## config.mk

```make
export PLATFORM = sky130hd
export DESIGN_NAME = player_trail_gen
export DESIGN_NICKNAME = d
export VERILOG_FILES = /design/src/rtl/player_trail_gen_pkg.sv /design/src/rtl/player_trail_gen_slot.sv /design/src/rtl/player_trail_gen.sv
export SDC_FILE = /design/constraint.sdc
export NUM_CORES = 1
export LEC_CHECK = 0
export CAP_MARGIN = 15
export CORE_UTILIZATION = 45
export CTS_CLUSTER_DIAMETER = 80
export DETAILED_ROUTE_END_ITERATION = 7
export GPL_ROUTABILITY_DRIVEN = 0
export GPL_TIMING_DRIVEN = 0
export HOLD_SLACK_MARGIN = 0.08
export PLACE_DENSITY = 0.76
export SLEW_MARGIN = 40
export SYNTH_ARGS = -nofsm -noshare
export SYNTH_HDL_FRONTEND = slang
export SYNTH_SLANG_ARGS = --single-unit
```

## constraint.sdc

```tcl
create_clock -name clk -period 55.9 [get_ports clk]
set_clock_uncertainty 0.15 [all_clocks]
set_input_delay 16.77 -clock clk [delete_from_list [all_inputs] [get_ports clk]]
set_output_delay 16.77 -clock clk [all_outputs]
set_load 0.1 [all_outputs]
```

## src/rtl/player_trail_gen_pkg.sv

```systemverilog
// Shared definitions for the player trail generator and the VGA picture stage.
// Holds the gamemode encodings, sprite geometry and the trail FSM state type.
package player_trail_gen_pkg;

  typedef enum logic [1:0] {
    GM_START = 2'b00,
    GM_PLAY  = 2'b01,
    GM_PAUSE = 2'b10,
    GM_OVER  = 2'b11
  } gamemode_e;

  typedef enum logic [1:0] {
    ST_CLEAR = 2'd0,
    ST_RUN   = 2'd1,
    ST_HOLD  = 2'd2
  } trail_state_e;

  localparam int PLAYER_X_DEF    = 160;
  localparam int PLAYER_SIZE_DEF = 40;
  localparam int TRAIL_SIZE_DEF  = 8;
  localparam int TRAIL_NUM_DEF   = 28;
  localparam int LIFE_MAX_DEF    = 10;

  localparam int X_W    = 10;
  localparam int Y_W    = 9;
  localparam int LIFE_W = 4;
  localparam int CNT_W  = 4;

  // Particle top edge centred on the player, clamped to the bottom of the y range.
  function automatic logic [Y_W-1:0] spawn_y(input logic [Y_W-1:0] py, input int unsigned off);
    logic [Y_W:0] sum;
    sum = {1'b0, py} + (Y_W+1)'(off);
    if (sum > (Y_W+1)'(511)) return 9'd511;
    else return sum[Y_W-1:0];
  endfunction

endpackage

```

## src/rtl/player_trail_gen_slot.sv

```systemverilog
// One trail particle: position and remaining life, with spawn load and
// per-frame drift/decay.
module trail_slot
  import player_trail_gen_pkg::*;
#(
  parameter int LIFE_MAX = LIFE_MAX_DEF,
  parameter int DRIFT    = 4,
  parameter int SPAWN_X  = PLAYER_X_DEF - TRAIL_SIZE_DEF
) (
  input  logic              clk,
  input  logic              rst_n,
  input  logic              clear,
  input  logic              step,
  input  logic              load,
  input  logic [Y_W-1:0]    load_y,
  output logic [X_W-1:0]    x,
  output logic [Y_W-1:0]    y,
  output logic [LIFE_W-1:0] life
);

  always_ff @(posedge clk or negedge rst_n) begin
    if (!rst_n) begin
      x    <= '0;
      y    <= '0;
      life <= '0;
    end else if (clear) begin
      x    <= '0;
      y    <= '0;
      life <= '0;
    end else if (load) begin
      x    <= X_W'(SPAWN_X);
      y    <= load_y;
      life <= LIFE_W'(LIFE_MAX);
    end else if (step && (life != '0)) begin
      // A particle that cannot drift further dies in place rather than wrapping.
      if (x >= X_W'(DRIFT)) begin
        x    <= x - X_W'(DRIFT);
        life <= life - LIFE_W'(1);
      end else begin
        life <= '0;
      end
    end
  end

endmodule

```

## src/rtl/player_trail_gen.sv

```systemverilog
// Player trail generator: spawns fading particles behind the player once every
// SPAWN_INTERVAL frames into a ring of TRAIL_NUM slots.
//
//   state    | meaning
//   ST_CLEAR | gamemode start: trail wiped, pointer and spawn phase reset
//   ST_RUN   | in-game: on frame_tick drift/decay all slots, spawn on phase
//   ST_HOLD  | paused / game over: everything frozen, trail stays visible
module player_trail_gen
  import player_trail_gen_pkg::*;
#(
  parameter int TRAIL_NUM      = TRAIL_NUM_DEF,
  parameter int LIFE_MAX       = LIFE_MAX_DEF,
  parameter int SPAWN_INTERVAL = 2,
  parameter int DRIFT          = 4,
  parameter int PLAYER_X       = PLAYER_X_DEF,
  parameter int PLAYER_SIZE    = PLAYER_SIZE_DEF,
  parameter int TRAIL_SIZE     = TRAIL_SIZE_DEF
) (
  input  logic                               clk,
  input  logic                               rst_n,
  input  logic                               frame_tick,
  input  logic [1:0]                         gamemode,
  input  logic [Y_W-1:0]                     player_y,
  output logic [TRAIL_NUM-1:0][X_W-1:0]      trail_x,
  output logic [TRAIL_NUM-1:0][Y_W-1:0]      trail_y,
  output logic [TRAIL_NUM-1:0][LIFE_W-1:0]   trail_life
);

  localparam int PW      = (TRAIL_NUM > 1) ? $clog2(TRAIL_NUM) : 1;
  localparam int Y_OFF   = (PLAYER_SIZE - TRAIL_SIZE) / 2;
  localparam int SPAWN_X = PLAYER_X - TRAIL_SIZE;

  logic rst_meta, rst_sync_n;

  // Assert immediately, release two clocks later.
  always_ff @(posedge clk or negedge rst_n) begin
    if (!rst_n) begin
      rst_meta   <= 1'b0;
      rst_sync_n <= 1'b0;
    end else begin
      rst_meta   <= 1'b1;
      rst_sync_n <= rst_meta;
    end
  end

  trail_state_e   state_q, state_d;
  logic [CNT_W-1:0] cnt_q, cnt_d;
  logic [PW-1:0]    ptr_q, ptr_d;
  logic             clear, step, spawn;
  logic [Y_W-1:0]   y_spawn;

  always_ff @(posedge clk or negedge rst_sync_n) begin
    if (!rst_sync_n) begin
      state_q <= ST_CLEAR;
      cnt_q   <= CNT_W'(SPAWN_INTERVAL - 1);
      ptr_q   <= '0;
    end else begin
      state_q <= state_d;
      cnt_q   <= cnt_d;
      ptr_q   <= ptr_d;
    end
  end

  // Actions use the state being entered, so a tick on a mode change obeys the new mode.
  always_comb begin
    state_d = state_q;
    cnt_d   = cnt_q;
    ptr_d   = ptr_q;
    clear   = 1'b0;
    step    = 1'b0;
    spawn   = 1'b0;

    case (gamemode)
      GM_START: state_d = ST_CLEAR;
      GM_PLAY:  state_d = ST_RUN;
      default:  state_d = ST_HOLD;
    endcase

    case (state_d)
      ST_CLEAR: begin
        clear = 1'b1;
        cnt_d = CNT_W'(SPAWN_INTERVAL - 1);
        ptr_d = '0;
      end
      ST_RUN: begin
        if (frame_tick) begin
          step = 1'b1;
          if (cnt_q == CNT_W'(SPAWN_INTERVAL - 1)) begin
            cnt_d = '0;
            spawn = 1'b1;
            ptr_d = (ptr_q == PW'(TRAIL_NUM - 1)) ? '0 : ptr_q + PW'(1);
          end else begin
            cnt_d = cnt_q + CNT_W'(1);
          end
        end
      end
      default: ;
    endcase
  end

  assign y_spawn = spawn_y(player_y, Y_OFF);

  for (genvar i = 0; i < TRAIL_NUM; i++) begin : g_slot
    trail_slot #(
      .LIFE_MAX (LIFE_MAX),
      .DRIFT    (DRIFT),
      .SPAWN_X  (SPAWN_X)
    ) u_slot (
      .clk    (clk),
      .rst_n  (rst_sync_n),
      .clear  (clear),
      .step   (step),
      .load   (spawn && (ptr_q == PW'(i))),
      .load_y (y_spawn),
      .x      (trail_x[i]),
      .y      (trail_y[i]),
      .life   (trail_life[i])
    );
  end

endmodule
```

; Word-level counts from Yosys, hierarchy flattened
; Index checks and enable logic that the tools add are counted.
; Widths: inputs -> output; s select.
[word_totals]
register_bits = 655
input_bits = 14
output_inout_bits = 644
[op_classes]
add_sub_neg = 59
n_lt_le_gt_ge = 29
n_eq_ne = 32
n_mux = 295
reduce_logical = 202
[ops]
columns = operator, n
row1 = $mux 10, 112
row2 = $mux 9, 57
row3 = $mux 4, 114
row4 = $ge 10x3->1 const B, 28
row5 = $sub 10x3->10 const B, 28
row6 = $reduce_bool 3->1, 56
row7 = $reduce_bool 4->1, 28
row8 = $sub 4x1->4 const B, 28
row9 = $eq 5x5->1 const B, 12
row10 = $reduce_and 2->1, 29
row11 = $reduce_bool 2->1, 29
row12 = $logic_and 1x1->1, 56
row13 = $eq 5x4->1 const B, 8
row14 = $eq 5x3->1 const B, 4
row15 = $mux 5, 3
row16 = $add 9x5->10 const B, 1
row17 = $eq 5x2->1 const B, 2
row18 = $gt 10x9->1 const B, 1
row19 = $pmux 5 s2, 1
row20 = $pmux 4 s2, 1
row21 = $mux 1, 6
row22 = $add 5x1->5 const B, 1
row23 = $eq 5x1->1 const B, 1
row24 = $logic_not 5->1, 1
row25 = other kinds (7), 10

; Logic depth before layout (Yosys ltp)
[logic_depth]
word_depth = 8
depth_mapped = 10
depth_no_buf = 7

; By module
; Synthesis repeated with hierarchy kept, for this count alone.
[unflattened]
hier_cells = 3196
area_unflattened_um2 = 32513.7
[by_module_without_submodules]
columns = module, instances, cells_per_inst, area_each_um2, seq_area_each_um2
row1 = trail_slot at g_slot[0].u_slot ..., 20, 108, 1118.6, 525.5
row2 = trail_slot at g_slot[17].u_slot ..., 3, 111, 1151.1, 525.5
row3 = trail_slot at g_slot[7].u_slot ..., 3, 116, 1118.6, 525.5
row4 = trail_slot at g_slot[5].u_slot, 1, 111, 1128.6, 525.5
row5 = trail_slot at g_slot[6].u_slot, 1, 111, 1127.3, 525.5
row6 = player_trail_gen, 1, 133, 1077.3, 276.5

; Worst setup path after synthesis
; OpenSTA, ideal clock, no wires.
[synth_path]
kind = input -> register
from = input gamemode[0]
to = register g_slot[27].u_slot.x[8]
t_arrival_ps = 18070
required_ps = 55625
setup_slack_ps = 37556
path_stages = 7
path_buffers = 3
cell_sequence = buf_6 > and3b_1 > buf_2 > buf_2 > o211ai_1 > nor4_1 > mux2_2
[synth_via]
elab_chain_cells = 7
[synth_lines]
columns = item, line_no
row1 = from (decl), player_trail_gen.sv:22  ; input logic [1:0] gamemode,
row2 = $eq 2x1->1 or $logic_not 2->1 (tied branches), player_trail_gen.sv:73  ; case (gamemode)
row3 = $pmux 2 s2 *, player_trail_gen.sv:73
row4 = $eq 2x1->1, player_trail_gen.sv:79  ; case (state_d)
row5 = $mux 1, player_trail_gen.sv:79
row6 = "$logic_and 1x1->1, on equally long branches", "player_trail_gen.sv:113, player_trail_gen_slot.sv:34"
row7 = $reduce_bool 3->1 (no source line) or $mux 10 (tied branches), --
row8 = $reduce_and 2->1 (no source line) or $mux 10 (tied branches), --
row9 = to (signal assigned), player_trail_gen_slot.sv:31  ; x <= X_W'(SPAWN_X);
row10 = to (signal assigned), player_trail_gen_slot.sv:37  ; x <= x - X_W'(DRIFT);
row11 = to (decl), player_trail_gen_slot.sv:16  ; output logic [X_W-1:0] x,
; Every way passes the cells marked *; elsewhere a longest branch is shown, timed or not.
; A chain may end at the register's enable or synchronous reset.

; Final worst setup path
[layout_path]
from = input gamemode[1]
to = register g_slot[12].u_slot.life[3]
[layout_via]
elab_chain_cells = 7
[layout_lines]
columns = item, line_no
row1 = $eq 2x1->1 or $logic_not 2->1 (tied branches), player_trail_gen.sv:73
row2 = $pmux 2 s2 *, player_trail_gen.sv:73
row3 = $eq 2x1->1, player_trail_gen.sv:79
row4 = $mux 1, player_trail_gen.sv:79
row5 = $logic_and 1x1->1, player_trail_gen.sv:113  ; .load (spawn && (ptr_q == PW'(i))),
row6 = $mux 4, player_trail_gen_slot.sv:30  ; end else if (load) begin
row7 = $mux 4, player_trail_gen_slot.sv:26  ; end else if (clear) begin
row8 = to (signal assigned), player_trail_gen_slot.sv:33  ; life <= LIFE_W'(LIFE_MAX);
row9 = to (signal assigned), player_trail_gen_slot.sv:38  ; life <= life - LIFE_W'(1);
row10 = to (decl), player_trail_gen_slot.sv:18  ; output logic [LIFE_W-1:0] life
; Marks and branches as above.

==> results.json <==
{
  "status": "finished clean",
  "busiest_layer": "met2",
  "fp.dieW_um": 267,
  "cts_setup_buffers": 0,
  "cts_buffers": 70,
  "crit_path_start_kind": "primary input",
  "synth_area_per_cell_um2": 9.32,
  "dp_hpwl_um": 93900,
  "cp_max_fo": 11,
  "cts_root_buffer": "clkbuf_16",
  "period_share_pct": 35.5,
  "start_util_pct": 45.7,
  "dieArea_um2": 71000,
  "drive_above_1_share_pct": 22.7,
  "yosysWarningCount": 0,
  "relSlewSlack_pct": 36.9,
  "p_sw_share_pct": 30.0,
  "hold_violations": 0,
  "post_cts_resized": 0,
  "insertion_delay_ns": 0.62,
  "wire_per_inst_um": 25.4,
  "drt-pass1-iter-count": 6,
  "clk_pin_slew_ns": 0.07,
  "syn_area_um2": 31500,
  "max_stage_delay_ns": 0.65,
  "path_common_cell": "buf_2",
  "comb_power_share_pct": 14.0,
  "drc": 0,
  "hold_path.class": "flip-flop to asynchronous set/reset pin",
  "crit_type": "primary input to flip-flop",
  "clkPwrFrac_pct": 44.8,
  "synth.distinct_cells": 82,
  "cap_violations": 0,
  "setup_tns_ns": 0,
  "cts_tree": "built",
  "htree_levels": 3,
  "synth_top_area_cell": "dfrtp_1",
  "fp-row-count": 96,
  "seq_area_frac_synth_pct": 47.6,
  "end_kind": "flip-flop",
  "clockBufferDepth": 3,
  "vias_per_cell": 6.17,
  "cp.arrival_ns": 20.21,
  "port_buffers": 600,
  "die_y_um": 267,
  "gr-usage-all-layers_pct": 35.7,
  "grt_max_degree": 45,
  "power.internal_w": 0.000757,
  "cts_hold_buffers": 0,
  "crit_family": "buffers and inverters",
  "critPathBufInv": 5,
  "switching_power_w": 0.000325,
  "dp_slack_ns": 35.50,
  "max_freq_ghz": 0.0504,
  "fin_nets": 4263,
  "grt_pass1_vias": 29125,
  "ys_async_sr_fraction_pct": 100,
  "synth_ff_type": "dfrtp_1",
  "p_leak_nw": 19.0,
  "vias": 31533,
  "area_growth_pct": 23.5,
  "crit_path_cell_trace": "clkdlybuf4s50_1, nand3b_4, buf_2, buf_2, buf_2, clkbuf_2, a2bb2oi_1, a31oi_1",
  "grt-ovfl-total": 0,
  "synth_top_area_share_pct": 47.5,
  "antenna_found_initial": 5,
  "wl_um": 130000,
  "clkSinkCount": 599,
  "netlist_instances": 3378,
  "final_antenna_net_count": 0,
  "worst_slack_ns": 36.06,
  "setup_viol_count_final": 0,
  "drt-initial-drc-count": 3315,
  "seqPwrFrac_pct": 41.2,
  "core_um2": 68900,
  "use_met2_pct": 55.3,
  "met1_usage_pct": 46.7,
  "ioPinCount": 658,
  "grt_first_pass_wirelength_um": 189000,
  "finalCriticalPeriod_ns": 19.84,
  "slew_viol_final": 0,
  "grt_util_met3_pct": 8.76,
  "p_per_area_nw_per_um2": 27.8,
  "cp_slowest_cell": "clkdlybuf4s50_1",
  "rsz0062_at_grt": "no",
  "worst_pin_slew_ns": 0.947,
  "cp.required_ns": 56.27,
  "ys_ff_latch": 599,
  "ys_top_cells_by_area": "dfrtp_1 (48%), nand3_1 (6.1%), o21ai_0 (5.0%), ha_1 (4.8%), a21oi_1 (3.4%)",
  "ir_drop_mv": 0.0385,
  "synth_edf_count": 0
}
metal layers:
metal / up-vias / share of wire, %
met4: 2 / 5.6
met2: 1645 / 45
met1: 15630 / 40
li1: 13904 / -
met3: 352 / 10
met5: - / 0.013
synthesized netlist by cell type, drive strengths merged (4+ instances only):
| cell type | number |
|---|---|
| nor4b | 18 |
| ha | 121 |
| and2 | 30 |
| a41oi | 22 |
| nor4 | 74 |
| a21oi | 218 |
| or3 | 111 |
| mux2i | 64 |
| nand4b | 35 |
| nor2 | 101 |
| nor2b | 4 |
| inv | 163 |
| or3b | 15 |
| o41ai | 7 |
| and4 | 15 |
| or4b | 6 |
| nand4 | 49 |
| o21a | 11 |
| a211o | 6 |
| nand2 | 207 |
| o211ai | 9 |
| and3 | 38 |
| nand3b | 16 |
| mux2 | 6 |
| a211oi | 11 |
| or4 | 71 |
| a311oi | 18 |
| nand3 | 384 |
| o21ai | 319 |
| o31ai | 47 |
| a31o | 14 |
| a31oi | 102 |
| dfrtp | 598 |
| clkbuf | 149 |
| buf | 126 |
| a21o | 24 |
| nor3b | 12 |
| nand2b | 31 |
| o311ai | 20 |
| or2 | 28 |
| nor3 | 47 |
cells in the final DEF, fill, tap and decap left out, types with 26 or more instances in the layout:
cell type  Yosys  routed
a31oi_1      102     100
nand4_1       49      49
or2_2         26      26
nand2_1      206     206
inv_1        163     163
conb_1         2      57
clkbuf_1     148     130
nor2_1       101     100
and2_1        26      26
nor4_1        70      68
o21ai_0      313     313
nand3_1      384     384
o31ai_1       47      47
clkbuf_2       0      26
and3_1        38      38
clkbuf_16      0      71
a21oi_1      216     216
buf_2         37     628
or3_1        109     109
ha_1         121     121
or4_1         69      69
nand4b_1      35      35
mux2i_1       64      64
nand2b_1      31      31
nor3_1        47      46
buf_4         61      63
dfrtp_1      598     597
flip-flops by register name, indices dropped and copies added, names as in the netlist:
| signal | cells |
|---|---|
| cnt_q | 4 |
| g_slot.u_slot.life | 112 |
| g_slot.u_slot.x | 224 |
| g_slot.u_slot.y | 252 |
| ptr_q | 5 |
| rst_meta | 1 |
| rst_sync_n | 1 |
worst reg2reg max path, cell delays in order, from the launching register on:
cell      delay [ns]
dfstp_2         0.58
ha_1            0.18
nor4bb_1        0.25
buf_2           0.25
buf_4           0.24
nand3_1         0.59
clkbuf_1        0.52
nand3_1         0.21
o21ai_0         0.09
power by group through the flow:
stage          Combinational (W)  Clock, W  Sequential (W)
5_1_grt                 0.000158  0.000505        0.000447
3_3_place_gp            0.000140         0        0.000462
4_1_cts                 0.000149  0.000489        0.000446
3_5_place_dp            0.000149         0        0.000454
6_report                0.000151  0.000484        0.000446
2_1_floorplan          0.0000642         0        0.000492
final cells by class:
class | instances | area (µm²)
antenna | 2 | 5.00
inverter | 163 | 612
clock buffer | 93 | 2000
clock inverter | 32 | 393
fill | 6341 | 30100
buffer | 275 | 1360
timing repair buffer | 623 | 3460
sequential | 599 | 15000
multi-input combinational | 2396 | 14900
tap | 931 | 1160
per-stage QoR:
step	std cells	utilization [%]	cell area (µm²)	power (W)	hold slack [ns]
2_1_floorplan	3433	-	31700	0.000556	0.181
3_3_place_gp	4964	56.4	38900	0.000602	0.185
3_5_place_dp	4987	52.9	36500	0.000602	0.171
4_1_cts	5112	56.3	38800	0.00108	0.173
5_1_grt	5113	56.4	38900	0.00111	0.204
6_report	5114	56.4	38900	0.00108	0.162
cell families after synthesis:
group,after synthesis,synth area share [%]
muxes,70,2.25
AOI/OAI and AO/OA,849,16.1
and+or+nand+nor,1298,23.1
DFF,599,47.6
adders and majority gates,121,4.81
buffers and inverters,438,6.15
xor gates and xnor gates,1,0.0278
other,2,0.0238
worst paths after layout:
check                      slack [ns]                 start  cells after the start                                     to
hold / removal                   0.16  rst_sync_n$_DFF_PN0_                      0  g_slot[16].u_slot.life[1]$_DFFE_PN0P_
max in group asynchronous       39.29                 rst_n                      1                   rst_sync_n$_DFF_PN0_
min in group clk                 0.21    rst_meta$_DFF_PN0_                      0                   rst_sync_n$_DFF_PN0_
setup / recovery                36.06           gamemode[1]                      8  g_slot[12].u_slot.life[3]$_DFFE_PN0P_
setup reg to reg                52.70  cnt_q[0]$_DFFE_PN1P_                      8      g_slot[7].u_slot.y[7]$_DFFE_PN0P_
hold reg to reg                  0.16  rst_sync_n$_DFF_PN0_                      0  g_slot[16].u_slot.life[1]$_DFFE_PN0P_
(Power assumes the default switching activity.)
